**src/rtl/snn_aer_pkg.sv**
```systemverilog
// snn_aer_pkg: shared types and constants for the AER output stage
package snn_aer_pkg;
    typedef enum logic [1:0] {IDLE, REQ_HI, ACK_LO} aer_out_state_t;
    localparam int AER_SYNC_STAGES = 2;
endpackage

```
**src/rtl/aer_spike_out_if.sv**
```systemverilog
// aer_spike_out_if: 4-phase AER REQ/ACK bus toward the SNN core
interface aer_spike_out_if #(
    parameter int ADDR_BITS = 10
);
    logic [ADDR_BITS-1:0] AEROUT_ADDR;
    logic                 AEROUT_REQ;
    logic                 AEROUT_ACK;
    modport master (output AEROUT_ADDR, output AEROUT_REQ, input AEROUT_ACK);
    modport slave (input AEROUT_ADDR, input AEROUT_REQ, output AEROUT_ACK);
endinterface

```
**src/rtl/aer_index_fifo.sv**
```systemverilog
// aer_index_fifo: power-of-two circular buffer of pixel indices with occupancy count
module aer_index_fifo #(
    parameter int WIDTH = 10,
    parameter int DEPTH = 4
) (
    input  logic                       clk,
    input  logic                       rst,
    input  logic                       push_i,
    input  logic                       pop_i,
    input  logic [WIDTH-1:0]           din_i,
    output logic [WIDTH-1:0]           dout_o,
    output logic                       full_o,
    output logic                       empty_o,
    output logic [$clog2(DEPTH+1)-1:0] count_o
);
    localparam int PW = $clog2(DEPTH);
    localparam int CW = $clog2(DEPTH + 1);
    logic [WIDTH-1:0] mem_q [DEPTH];
    logic [PW-1:0]    wr_q, rd_q;
    logic [CW-1:0]    cnt_q;
    logic             do_push, do_pop;
    assign full_o  = cnt_q == CW'(DEPTH);
    assign empty_o = cnt_q == '0;
    assign do_push = push_i && !full_o;
    assign do_pop  = pop_i && !empty_o;
    assign dout_o  = mem_q[rd_q];
    assign count_o = cnt_q;
    // pointers wrap naturally because DEPTH is a power of two
    always_ff @(posedge clk) begin
        if (rst) begin
            wr_q  <= '0;
            rd_q  <= '0;
            cnt_q <= '0;
        end else begin
            if (do_push) begin
                mem_q[wr_q] <= din_i;
                wr_q        <= wr_q + 1'b1;
            end
            if (do_pop) rd_q <= rd_q + 1'b1;
            cnt_q <= cnt_q + CW'(do_push) - CW'(do_pop);
        end
    end
endmodule

```
**src/rtl/aer_spike_out.sv**
```systemverilog
// aer_spike_out: buffers sorted pixel indices and emits them as 4-phase AER events
module aer_spike_out
    import snn_aer_pkg::*;
#(
    parameter int IMAGE_SIZE = 784,
    parameter int ADDR_BITS  = $clog2(IMAGE_SIZE),
    parameter int CNT_BITS   = $clog2(IMAGE_SIZE + 1),
    parameter int FIFO_DEPTH = 4
) (
    input  logic                 CLK,
    input  logic                 RST,
    input  logic [ADDR_BITS-1:0] NEXT_INDEX,
    input  logic                 FOUND_NEXT_INDEX,
    input  logic                 NEW_IMAGE,
    output logic                 AEROUT_CTRL_BUSY,
    output logic [CNT_BITS-1:0]  EVENTS_SENT,
    output logic                 IMAGE_DONE,
    output logic                 OVERFLOW,
    aer_spike_out_if.master      aer
);
    localparam int CW = $clog2(FIFO_DEPTH + 1);
    aer_out_state_t             state_q;
    logic [AER_SYNC_STAGES-1:0] ack_q;
    logic [ADDR_BITS-1:0]       addr_q, head;
    logic [CNT_BITS-1:0]        events_q, events_d;
    logic [CW-1:0]              count;
    logic                       req_q, done_q, done_d, ovf_q, ovf_d;
    logic                       full, empty, pop, ack_s, complete, wrap;
    aer_index_fifo #(.WIDTH(ADDR_BITS), .DEPTH(FIFO_DEPTH)) u_fifo (
        .clk     (CLK),
        .rst     (RST),
        .push_i  (FOUND_NEXT_INDEX),
        .pop_i   (pop),
        .din_i   (NEXT_INDEX),
        .dout_o  (head),
        .full_o  (full),
        .empty_o (empty),
        .count_o (count)
    );
    // one slot of headroom covers the sorter's strobe issued on a stale BUSY sample
    assign AEROUT_CTRL_BUSY = count >= CW'(FIFO_DEPTH - 1);
    assign pop              = state_q == IDLE && !empty;
    assign ack_s            = ack_q[AER_SYNC_STAGES-1];
    assign aer.AEROUT_REQ   = req_q;
    assign aer.AEROUT_ADDR  = addr_q;
    assign EVENTS_SENT      = events_q;
    assign IMAGE_DONE       = done_q;
    assign OVERFLOW         = ovf_q;
    always_comb begin
        complete = state_q == ACK_LO && !ack_s;
        wrap     = events_q == CNT_BITS'(IMAGE_SIZE - 1);
        events_d = NEW_IMAGE ? '0 : complete ? (wrap ? '0 : events_q + 1'b1) : events_q;
        done_d   = complete && wrap && !NEW_IMAGE;
        ovf_d    = NEW_IMAGE ? 1'b0 : (ovf_q || (FOUND_NEXT_INDEX && full));
    end
    always_ff @(posedge CLK) begin
        if (RST) begin
            state_q  <= IDLE;
            ack_q    <= '0;
            req_q    <= 1'b0;
            addr_q   <= '0;
            events_q <= '0;
            done_q   <= 1'b0;
            ovf_q    <= 1'b0;
        end else begin
            ack_q    <= {ack_q[AER_SYNC_STAGES-2:0], aer.AEROUT_ACK};
            events_q <= events_d;
            done_q   <= done_d;
            ovf_q    <= ovf_d;
            case (state_q)
                IDLE: if (!empty) begin
                    addr_q  <= head;
                    req_q   <= 1'b1;
                    state_q <= REQ_HI;
                end
                REQ_HI: if (ack_s) begin
                    req_q   <= 1'b0;
                    state_q <= ACK_LO;
                end
                ACK_LO: if (!ack_s) state_q <= IDLE;
                default: state_q <= IDLE;
            endcase
        end
    end
endmodule

```
**src/flat_wrapper.sv**
```systemverilog
// flat-port wrapper written by rule: the top's interface ports become plain ports
module aer_spike_out_flat import snn_aer_pkg::*;
#(
    parameter int IMAGE_SIZE = 784,
    parameter int ADDR_BITS  = $clog2(IMAGE_SIZE),
    parameter int CNT_BITS   = $clog2(IMAGE_SIZE + 1),
    parameter int FIFO_DEPTH = 4
)
  (CLK, RST, NEXT_INDEX, FOUND_NEXT_INDEX, NEW_IMAGE, AEROUT_CTRL_BUSY, EVENTS_SENT, IMAGE_DONE, OVERFLOW, aer_AEROUT_ADDR, aer_AEROUT_REQ, aer_AEROUT_ACK);
  aer_spike_out_if #(.ADDR_BITS(ADDR_BITS)) aer_i ();
  input  logic CLK;
  input  logic RST;
  input  logic [ADDR_BITS-1:0] NEXT_INDEX;
  input  logic FOUND_NEXT_INDEX;
  input  logic NEW_IMAGE;
  output logic AEROUT_CTRL_BUSY;
  output logic [CNT_BITS-1:0] EVENTS_SENT;
  output logic IMAGE_DONE;
  output logic OVERFLOW;
  output wire logic [$bits(aer_i.AEROUT_ADDR)-1:0] aer_AEROUT_ADDR;
  output wire logic [$bits(aer_i.AEROUT_REQ)-1:0] aer_AEROUT_REQ;
  input wire logic [$bits(aer_i.AEROUT_ACK)-1:0] aer_AEROUT_ACK;
  assign aer_AEROUT_ADDR = aer_i.AEROUT_ADDR;
  assign aer_AEROUT_REQ = aer_i.AEROUT_REQ;
  assign aer_i.AEROUT_ACK = aer_AEROUT_ACK;
  aer_spike_out #(.IMAGE_SIZE(IMAGE_SIZE), .ADDR_BITS(ADDR_BITS), .CNT_BITS(CNT_BITS), .FIFO_DEPTH(FIFO_DEPTH)) u_core (.CLK(CLK), .RST(RST), .NEXT_INDEX(NEXT_INDEX), .FOUND_NEXT_INDEX(FOUND_NEXT_INDEX), .NEW_IMAGE(NEW_IMAGE), .AEROUT_CTRL_BUSY(AEROUT_CTRL_BUSY), .EVENTS_SENT(EVENTS_SENT), .IMAGE_DONE(IMAGE_DONE), .OVERFLOW(OVERFLOW), .aer(aer_i));
endmodule
```
**config.mk**
```make
export PLATFORM = sky130hd
export DESIGN_NAME = aer_spike_out_flat
export DESIGN_NICKNAME = d
export VERILOG_FILES = /design/src/rtl/snn_aer_pkg.sv /design/src/rtl/aer_spike_out_if.sv /design/src/rtl/aer_index_fifo.sv /design/src/rtl/aer_spike_out.sv /design/src/flat_wrapper.sv
export SDC_FILE = /design/constraint.sdc
export NUM_CORES = 1
export LEC_CHECK = 0
export CAP_MARGIN = 20
export CORE_MARGIN = 2
export CORE_UTILIZATION = 35
export DETAILED_ROUTE_END_ITERATION = 8
export SLEW_MARGIN = 20
export SYNTH_ARGS = -nofsm -noshare
export SYNTH_HDL_FRONTEND = slang
export SYNTH_SLANG_ARGS = --single-unit
```
**constraint.sdc**
```tcl
create_clock -name CLK -period 3.8 [get_ports CLK]
set_input_delay 1.14 -clock CLK [delete_from_list [all_inputs] [get_ports CLK]]
set_output_delay 1.14 -clock CLK [all_outputs]
set_load 0.02 [all_outputs]
```
After elaboration in Yosys (flattened, before gate mapping)
Memories as Yosys holds them, arrays and structs flattened. A register that Yosys moved wholly into a read port is not among the register bits.
Cells that the tools add are included.
{"block": "totals", "mem_bits_rw": 40, "n_memories": 1, "reg_bits": 24}
{"memory": "u_core.u_fifo.mem_q", "depth": 4, "word_bits": 10, "rd": 1, "rd_clocked_by_memory_dff": 1, "write_ports": 1, "line_no": "aer_index_fifo.sv:18", "text": "logic [WIDTH-1:0] mem_q [DEPTH];"}
{"block": "classes", "bitwise_logic": 1, "magnitude_cmp": 1, "n_reduce_logical": 19, "n_addsub": 5, "eq_ne": 7, "muxes": 11}
{"operator": "$add 10x1->10 const B", "count": 1}
{"operator": "$eq 10x10->1 const B", "count": 1}
{"operator": "$mux 10", "count": 1}
{"operator": "$logic_and 1x1->1", "count": 7}
{"operator": "$mux 2", "count": 3}
{"operator": "$pmux 2 s3", "count": 1}
{"operator": "$reduce_and 3->1", "count": 2}
{"operator": "$mux 1", "count": 5}
{"operator": "$add 2x1->2 const B", "count": 2}
{"operator": "$logic_not 1->1", "count": 4}
{"operator": "$ne 2x2->1 const B", "count": 2}
{"operator": "$add 3x1->3", "count": 1}
{"operator": "$eq 3x3->1 const B", "count": 1}
{"operator": "$ge 3x2->1 const B", "count": 1}
{"operator": "$logic_not 3->1", "count": 1}
{"operator": "$sub 3x1->3", "count": 1}
{"operator": "$eq 2x1->1 const B", "count": 1}
{"operator": "$eq 2x2->1 const B", "count": 1}
{"operator": "$logic_not 2->1", "count": 1}
{"operator": "$ne 2x1->1 const B", "count": 1}
{"operator": "$pmux 1 s2", "count": 1}
{"operator": "$reduce_and 2->1", "count": 1}
{"operator": "$reduce_bool 2->1", "count": 1}
{"operator": "$reduce_or 2->1", "count": 1}
{"operator": "other kinds (2)", "count": 2}

Depth between registers and ports, before layout
Gate-level depths: netlist of run 1.
{"block": "logic_depth", "ltp_word": 6, "mapped_depth": 11}

Cells and area by module
From an unflattened synthesis of run 1, not the netlist that was laid out.
{"block": "unflattened", "hier_cells": 227, "hier_area_um2": 3004.1}
{"module": "aer_index_fifo", "cells_per_inst": 103, "area_each_um2": 1926.8, "instances": 1, "seq_area_each_um2": 1381.3}
{"module": "aer_spike_out", "cells_per_inst": 124, "area_each_um2": 1077.3, "instances": 1, "seq_area_each_um2": 540.5}

Worst setup path before layout of run 1
No wires, ideal clock.
{"block": "synth_timing", "path_kind": "input-to-reg", "start": "input FOUND_NEXT_INDEX", "end": "register u_core.u_fifo.cnt_q[2] (netlist: u_core.u_fifo.count_o[2])", "t_arrival_ps": 2374, "setup_time_ps": 128, "path_slack_ps": 1298, "t_required_ps": 3672, "cell_stages": 8, "path_cell_list": "o31ai_1 -> ha_1 -> inv_1 -> ha_1 -> inv_1 -> fa_1 -> xor2_1 -> nor2_1"}
{"block": "synth_between", "elab_chain_len": 3}
{"element": "from (decl)", "line_no": "flat_wrapper.sv:14", "text": "input logic FOUND_NEXT_INDEX;"}
{"element": "$logic_and 1x1->1", "line_no": "aer_index_fifo.sv:24", "text": "assign do_push = push_i && !full_o;"}
{"element": "$add 3x1->3", "line_no": "aer_index_fifo.sv:40", "text": "cnt_q <= cnt_q + CW'(do_push) - CW'(do_pop);"}
{"element": "$sub 3x1->3", "line_no": "aer_index_fifo.sv:40"}
{"element": "to (signal assigned)", "line_no": "aer_index_fifo.sv:40"}
{"element": "to (decl)", "line_no": "aer_index_fifo.sv:20", "text": "logic [CW-1:0] cnt_q;"}
Every way passes these cells.
A chain may end at the register's enable or synchronous reset.

Final worst setup path of run 1
{"block": "layout_timing", "start": "register u_core.u_fifo.cnt_q[1] (netlist: u_core.u_fifo.count_o[1])", "end": "output AEROUT_CTRL_BUSY"}
{"block": "layout_between", "elab_chain_len": 1}
{"element": "$ge 3x2->1", "line_no": "aer_spike_out.sv:41", "text": "assign AEROUT_CTRL_BUSY = count >= CW'(FIFO_DEPTH - 1);"}
{"element": "to (decl)", "line_no": "flat_wrapper.sv:16", "text": "output logic AEROUT_CTRL_BUSY;"}
Every way passes these cells.

==> out/qor.yml, run 1 <==
drtIter0Drc: 56
clk_pin_slew_ns: 0.09
ctsRootBufferMaster: "clkbuf_8"
ir_drop_uv: 253
syn_nets: 238
grt_first_pass_wirelength_um: 8290
drc: 0
grt.overflow.total: 0
dieWidth_um: 95.4
hp-class: "reg2reg"
grt_pass1_vias: 1684
multi_input_area_um2: 985
rows: 33
fmax_ghz: 0.353
holdWs_ns: 0.444
dp_hpwl_um: 3500
ys_ff_latch: 74
clockBufferDepth: 2
synthArstFlopShare_pct: 0
synth_edf_count: 40
synth_top_cell_by_area: "edfxtp_1"
setup_viol: 0
routed_wirelength_um: 5190
clk_latency_ns: 0.34
pwr-share-comb_pct: 24.4
ys_types: 38
portBuffers: 38
rrSetupSlack_ns: 1.03
rr_startpoint: "u_core.u_fifo.count_o[1]$_SDFF_PP0_"
netlist_top_cells_area: "edfxtp_1 41%, dfxtp_1 23%, mux4_2 7.7%, ha_1 3.4%, nand2_1 3.2%"
yosysMostFrequentCell: "edfxtp_1"
finalHoldViolations: 0
tightest_slew_ns: 0.777
finClkSkew_ns: 0.00790
p_int_mw: 1.53
yosysWarnings: 0
synth_top_area_share_pct: 41.1
p_per_area_mw_per_mm2: 613
path_class: "reg2out"
synth-main-ff-cell: "edfxtp_1"
syn_area_mm2: 0.00293
synth_top_cells_by_count: "40 x edfxtp_1, 34 x dfxtp_1, 25 x nand2_1"
routedWlPerCell_um: 14.1
ctsHoldBuffers: 0
cp-startpoint: "u_core.u_fifo.count_o[1]$_SDFF_PP0_"
num_antenna_cells: 0
worstRegToRegCells: 10
drt_pre_antenna_iters: 4
power_frac_seq_pct: 46.9
gp_congestion: 0.756
maxCapViolCount: 0
io_pins: 39
start_util_pct: 35.8
outcome: "finished, final reports clean"
antenna_found_initial: 0
cts_tree: "yes"
clock_sinks: 74
swShare_pct: 31.1
post_cts_buffers: 0
die_area_mm2: 0.00910
finalCriticalPeriod_ns: 2.83
grt_max_degree: 24
rr_endpoint: "u_core.u_fifo.count_o[2]$_SDFF_PP0_"
core_mm2: 0.00818
finalMaxSlewViolations: 0
drt-vias-per-instance: 4.70
avgSynthCellArea_um2: 13.7
fill_cells: 769
die_y_um: 95.4
fin_crit_sh_pct: 74.5
grtUsageTotal_pct: 12.5
start_kind: "register"
rsz0062_at_grt: "no"
cp-endpoint: "AEROUT_CTRL_BUSY"
timing.setup.tns_ns: 0
post_cts_resized: 0
required_ns: 2.66
critPathMaxFanout: 6
htree_num_levels: 3
crit_path_end_kind: "primary output"
drive_above_1_share_pct: 13.0
register_area_mm2: 0.00188
finalNetCount: 281
via_count: 1725
yosysSeqAreaShare_pct: 64.3
critPathArrivalTime_ns: 1.69
postSynthCellCount: 214
p_switching_uw: 690
areaGrowthSynthToFinish_pct: 23.7
clockPowerShare_pct: 28.7
numCtsBuffers: 9
ant_nets: 0
leakage_nw: 1.23
relSlewSlack_pct: 48.1
==> power by group through the flow <==
stage,Sequential (mW),Combinational [mW],Clock [mW]
2_1_floorplan,1.07,0.347,0
3_3_place_gp,1.06,0.547,0
6_report,1.04,0.542,0.636
5_1_grt,1.06,0.607,0.689
4_1_cts,1.04,0.556,0.652
3_5_place_dp,1.06,0.556,0
==> cell usage in the layout, fill, tap and decap left out, types with 2 or more instances in the layout <==
cell	n
a21oi_1	14
clkinvlp_4	2
nand2_1	25
inv_6	3
nor2_1	16
nor2b_1	3
ha_1	8
and4_1	2
nand3b_1	2
clkdlybuf4s50_1	38
edfxtp_1	40
nand3_1	2
xor2_1	4
nor3_1	4
xnor2_1	7
nand4_1	3
clkbuf_8	9
nor4b_1	2
inv_1	7
mux2i_1	4
and2_1	4
mux4_2	10
dfxtp_1	34
==> kinds of logic after synthesis <==
group / Yosys count / share of synthesized area, %
buf+inv: 14 / 2.01
mux: 14 / 9.07
simple gates: 72 / 13.3
flops: 74 / 64.3
compound gates: 20 / 3.89
xor+xnor: 11 / 3.29
fa+ha+maj: 9 / 4.11
==> cell type report <==
| class | instances | area share (%) |
|---|---|---|
| clock inverter | 7 | 2.28 |
| sequential | 74 | 52.0 |
| timing repair buffer | 39 | 10.7 |
| multi-input combinational | 126 | 27.2 |
| clock buffer | 9 | 3.42 |
| inverter | 7 | 0.726 |
| tap | 105 | 3.63 |
==> critical path, stage by stage, from the launching register on <==
cell             delay [ns]
dfxtp_1                0.44
ha_1                   0.17
o21ai_0                0.06
nand2_1                0.07
clkdlybuf4s50_1        0.59
==> through the flow <==
stage	std cells	power, mW	setup WS, ns	utilization (%)	cell area (um2)
after floorplan	214	1.42	1.30	-	2930
after global placement	351	1.61	0.756	41.7	3410
after detailed placement	351	1.62	0.706	41.7	3410
after CTS	367	2.25	0.936	44.3	3620
after global routing	367	2.35	0.828	44.3	3620
final	367	2.22	0.968	44.3	3620
==> worst min-delay path by stage <==
stage | startpoint | endpoint | slack [ns] | cells after the start
floorplan | u_core.ack_q[0]$_SDFF_PP0_ | u_core.ack_q[1]$_SDFF_PP0_ | 0.41 | 1
global placement | u_core.ack_q[0]$_SDFF_PP0_ | u_core.ack_q[1]$_SDFF_PP0_ | 0.43 | 1
detailed placement | u_core.ack_q[0]$_SDFF_PP0_ | u_core.ack_q[1]$_SDFF_PP0_ | 0.43 | 1
CTS | u_core.ack_q[0]$_SDFF_PP0_ | u_core.ack_q[1]$_SDFF_PP0_ | 0.45 | 1
global route | u_core.ack_q[0]$_SDFF_PP0_ | u_core.ack_q[1]$_SDFF_PP0_ | 0.47 | 1
finish | u_core.ack_q[0]$_SDFF_PP0_ | u_core.ack_q[1]$_SDFF_PP0_ | 0.44 | 1
==> per-layer routing <==
layer  vias up  global-route usage [%]  part of all wire, %
met3         6                    4.82                  4.1
met2        33                    20.8                   48
met1       825                    14.9                   46
li1        861                       -                    -
met5         -                       0                    0
met4         0                    3.93                  1.3
==> sequential cells by signal, indices dropped and copies added, names as in the netlist <==
register	flops
u_core.state_q	2
u_core.u_fifo.wr_q	2
u_core.u_fifo.count_o	3
u_core.ack_q	2
u_core.EVENTS_SENT	10
u_core.aer.AEROUT_ADDR	10
u_core.OVERFLOW	1
u_core.IMAGE_DONE	1
u_core.u_fifo.rd_q	2
u_core.aer.AEROUT_REQ	1
u_core.u_fifo.mem_q	40
Note: power is estimated with default switching activity, not from simulation.
==> run 2: changes to the inputs <==
==> constraint.sdc (replaced) <==
create_clock -name CLK -period 2.6 [get_ports CLK]
set_input_delay 0.78 -clock CLK [delete_from_list [all_inputs] [get_ports CLK]]
set_output_delay 0.78 -clock CLK [all_outputs]
set_load 0.02 [all_outputs]
==> run 2 against run 1 <==
  * Total power is 46% higher
  * Largest power group unchanged
  * Critical path depth decreased by 3
  * First-iteration DRC count increased by 7.1%
  * Critical path type unchanged
==> out/qor.yml, run 2 (synthesized netlist as in run 1, its figures left out) <==
outcome: "finished, final reports clean"
grt.overflow.total: 0  # unchanged
numCtsBuffers: 9  # unchanged
finalNetCount: 291  # +3.6%
fmax_ghz: 0.444
tightest_slew_ns: 0.732  # -0.0452 ns
finalCriticalPeriod_ns: 2.25
htree_num_levels: 3  # unchanged
drive_above_1_share_pct: 14.7  # +1.7 points
grt_pass1_vias: 1792  # +6.4%
crit_chain: "clkdlybuf4s50_1"
required_ns: 1.82  # -0.84 ns
rows: 33  # unchanged
routed_wirelength_um: 5540  # +6.7%
areaGrowthSynthToFinish_pct: 27.4
io_pins: 39  # unchanged
cpMaxStageDelayCell: "clkdlybuf4s50_1"
routedWlPerCell_um: 14.7  # +3.8%
mostFrequentLayoutCells: "40 x edfxtp_1, 37 x clkdlybuf4s50_1, 34 x dfxtp_1, 25 x nand2_1, 16 x nor2_1"
ctsRootBufferMaster: "clkbuf_8"
post_cts_buffers: 0  # unchanged
relSlewSlack_pct: 51.1  # +3.0 points
register_area_mm2: 0.00188  # unchanged
grt_max_degree: 16  # -33%
fill_cells: 736  # -4.3%
ctsHoldBuffers: 0  # unchanged
power_mw: 3.24  # +46%
ant_nets: 0  # unchanged
drtIter0Drc: 60  # +7.1%
drt-vias-per-instance: 4.73  # +0.62%
holdPathStages: 1  # unchanged
portBuffers: 38  # unchanged
clk_latency_ns: 0.35  # about the same
dp_hpwl_um: 3710  # +6.0%
final_common_cell: "edfxtp_1"
grt_first_pass_wirelength_um: 9050  # +9.2%
gp_congestion: 0.739  # -2.2%
finalMaxSlewViolations: 0  # unchanged
multi_input_area_um2: 985  # unchanged
fin_crit_sh_pct: 86.7
largest_register: "u_core.u_fifo.mem_q"
final.setup.worst_slack_ns: 0.345  # -0.623 ns
rsz0062_at_grt: "no"
die_y_um: 95.4  # unchanged
worstRegToRegCells: 10  # unchanged
leakage_nw: 1.30  # +5.7%
num_antenna_cells: 0  # unchanged
post_cts_resized: 0  # unchanged
cp_num_cells: 1  # -3
setup_viol: 0  # unchanged
finClkSkew_ns: 0.00871  # +0.000807 ns
start_kind: "register"
antenna_found_initial: 0  # unchanged
timing.setup.tns_ns: 0  # unchanged
clockBufferDepth: 2  # unchanged
core_mm2: 0.00818  # unchanged
dieWidth_um: 95.4  # unchanged
holdWs_ns: 0.445  # +0.00180 ns
clk_pin_slew_ns: 0.07  # -0.02 ns
clock_sinks: 74  # unchanged
ir_drop_uv: 380  # +50%
path_class: "reg2out"
hp-class: "reg2reg"
start_util_pct: 35.8  # unchanged
crit_path_end_kind: "primary output"
crit_family: "buffers and inverters"
drt_pre_antenna_iters: 4  # unchanged
p_per_area_mw_per_mm2: 870  # +42%
cts_tree: "yes"
die_area_mm2: 0.00910  # unchanged
critPathArrivalTime_ns: 1.47  # -0.22 ns
grtUsageTotal_pct: 14.0  # +1.5 points
drc: 0  # unchanged
slowest_delay_ns: 0.66  # +0.07 ns
largest_register_ffs: 40  # unchanged
maxCapViolCount: 0  # unchanged
via_count: 1783  # +3.4%
critPathBufInv: 1  # unchanged
finalHoldViolations: 0  # unchanged
critPathMaxFanout: 7  # +1
place_ws_ns: -0.00977  # -0.716 ns
run 2: changes by cell type in the layout (fill, tap and decap cells not counted), sizes merged:
cell           delta
dlymetal6s2s      +1
clkdlybuf4s50     -1
clkinv            +5
clkbuf            +1
buf              +10
inv               -4
clkinvlp          -2
run 2: metal layers:
metal | vias up | part of all wire (%) | global-route usage, %
li1 | 877 | - | -
met1 | 859 | 45 | 16.7
met2 | 37 | 47 | 22.7
met3 | 10 | 4.1 | 3.48
met4 | 0 | 3.0 | 8.93
met5 | - | 0 | 0
run 2: worst paths after layout:
check,start,slack (ns),endpoint
max,u_core.EVENTS_SENT[5]$_SDFFE_PP0N_,0.35,EVENTS_SENT[5]
min reg2reg,u_core.ack_q[0]$_SDFF_PP0_,0.45,u_core.ack_q[1]$_SDFF_PP0_
min,u_core.ack_q[0]$_SDFF_PP0_,0.45,u_core.ack_q[1]$_SDFF_PP0_
max reg2reg,u_core.u_fifo.count_o[1]$_SDFF_PP0_,0.39,u_core.u_fifo.count_o[2]$_SDFF_PP0_
run 2: layout make-up:
class                           instances  area share [%]
Clock buffer                           10            3.43
Clock inverter                          6            1.58
Timing Repair Buffer                   49            13.8
Inverter                                7           0.705
Tap cell                              105            3.53
Sequential cell                        74            50.5
Multi-Input combinational cell        126            26.4
run 2: through the flow:
step,instance area (um2),utilization [%],instances
6_report,3730,45.6,377
3_5_place_dp,3540,43.3,361
4_1_cts,3720,45.5,377
3_3_place_gp,3540,43.3,361
2_1_floorplan,2930,-,214
5_1_grt,3730,45.6,377
run 2: report_power, final:
group          switching, mW  leakage, nW  internal (mW)
clock                  0.409       0.0930          0.437
sequential             0.136        0.641           1.38
combinational          0.432        0.566          0.450
total                  0.977         1.30           2.27
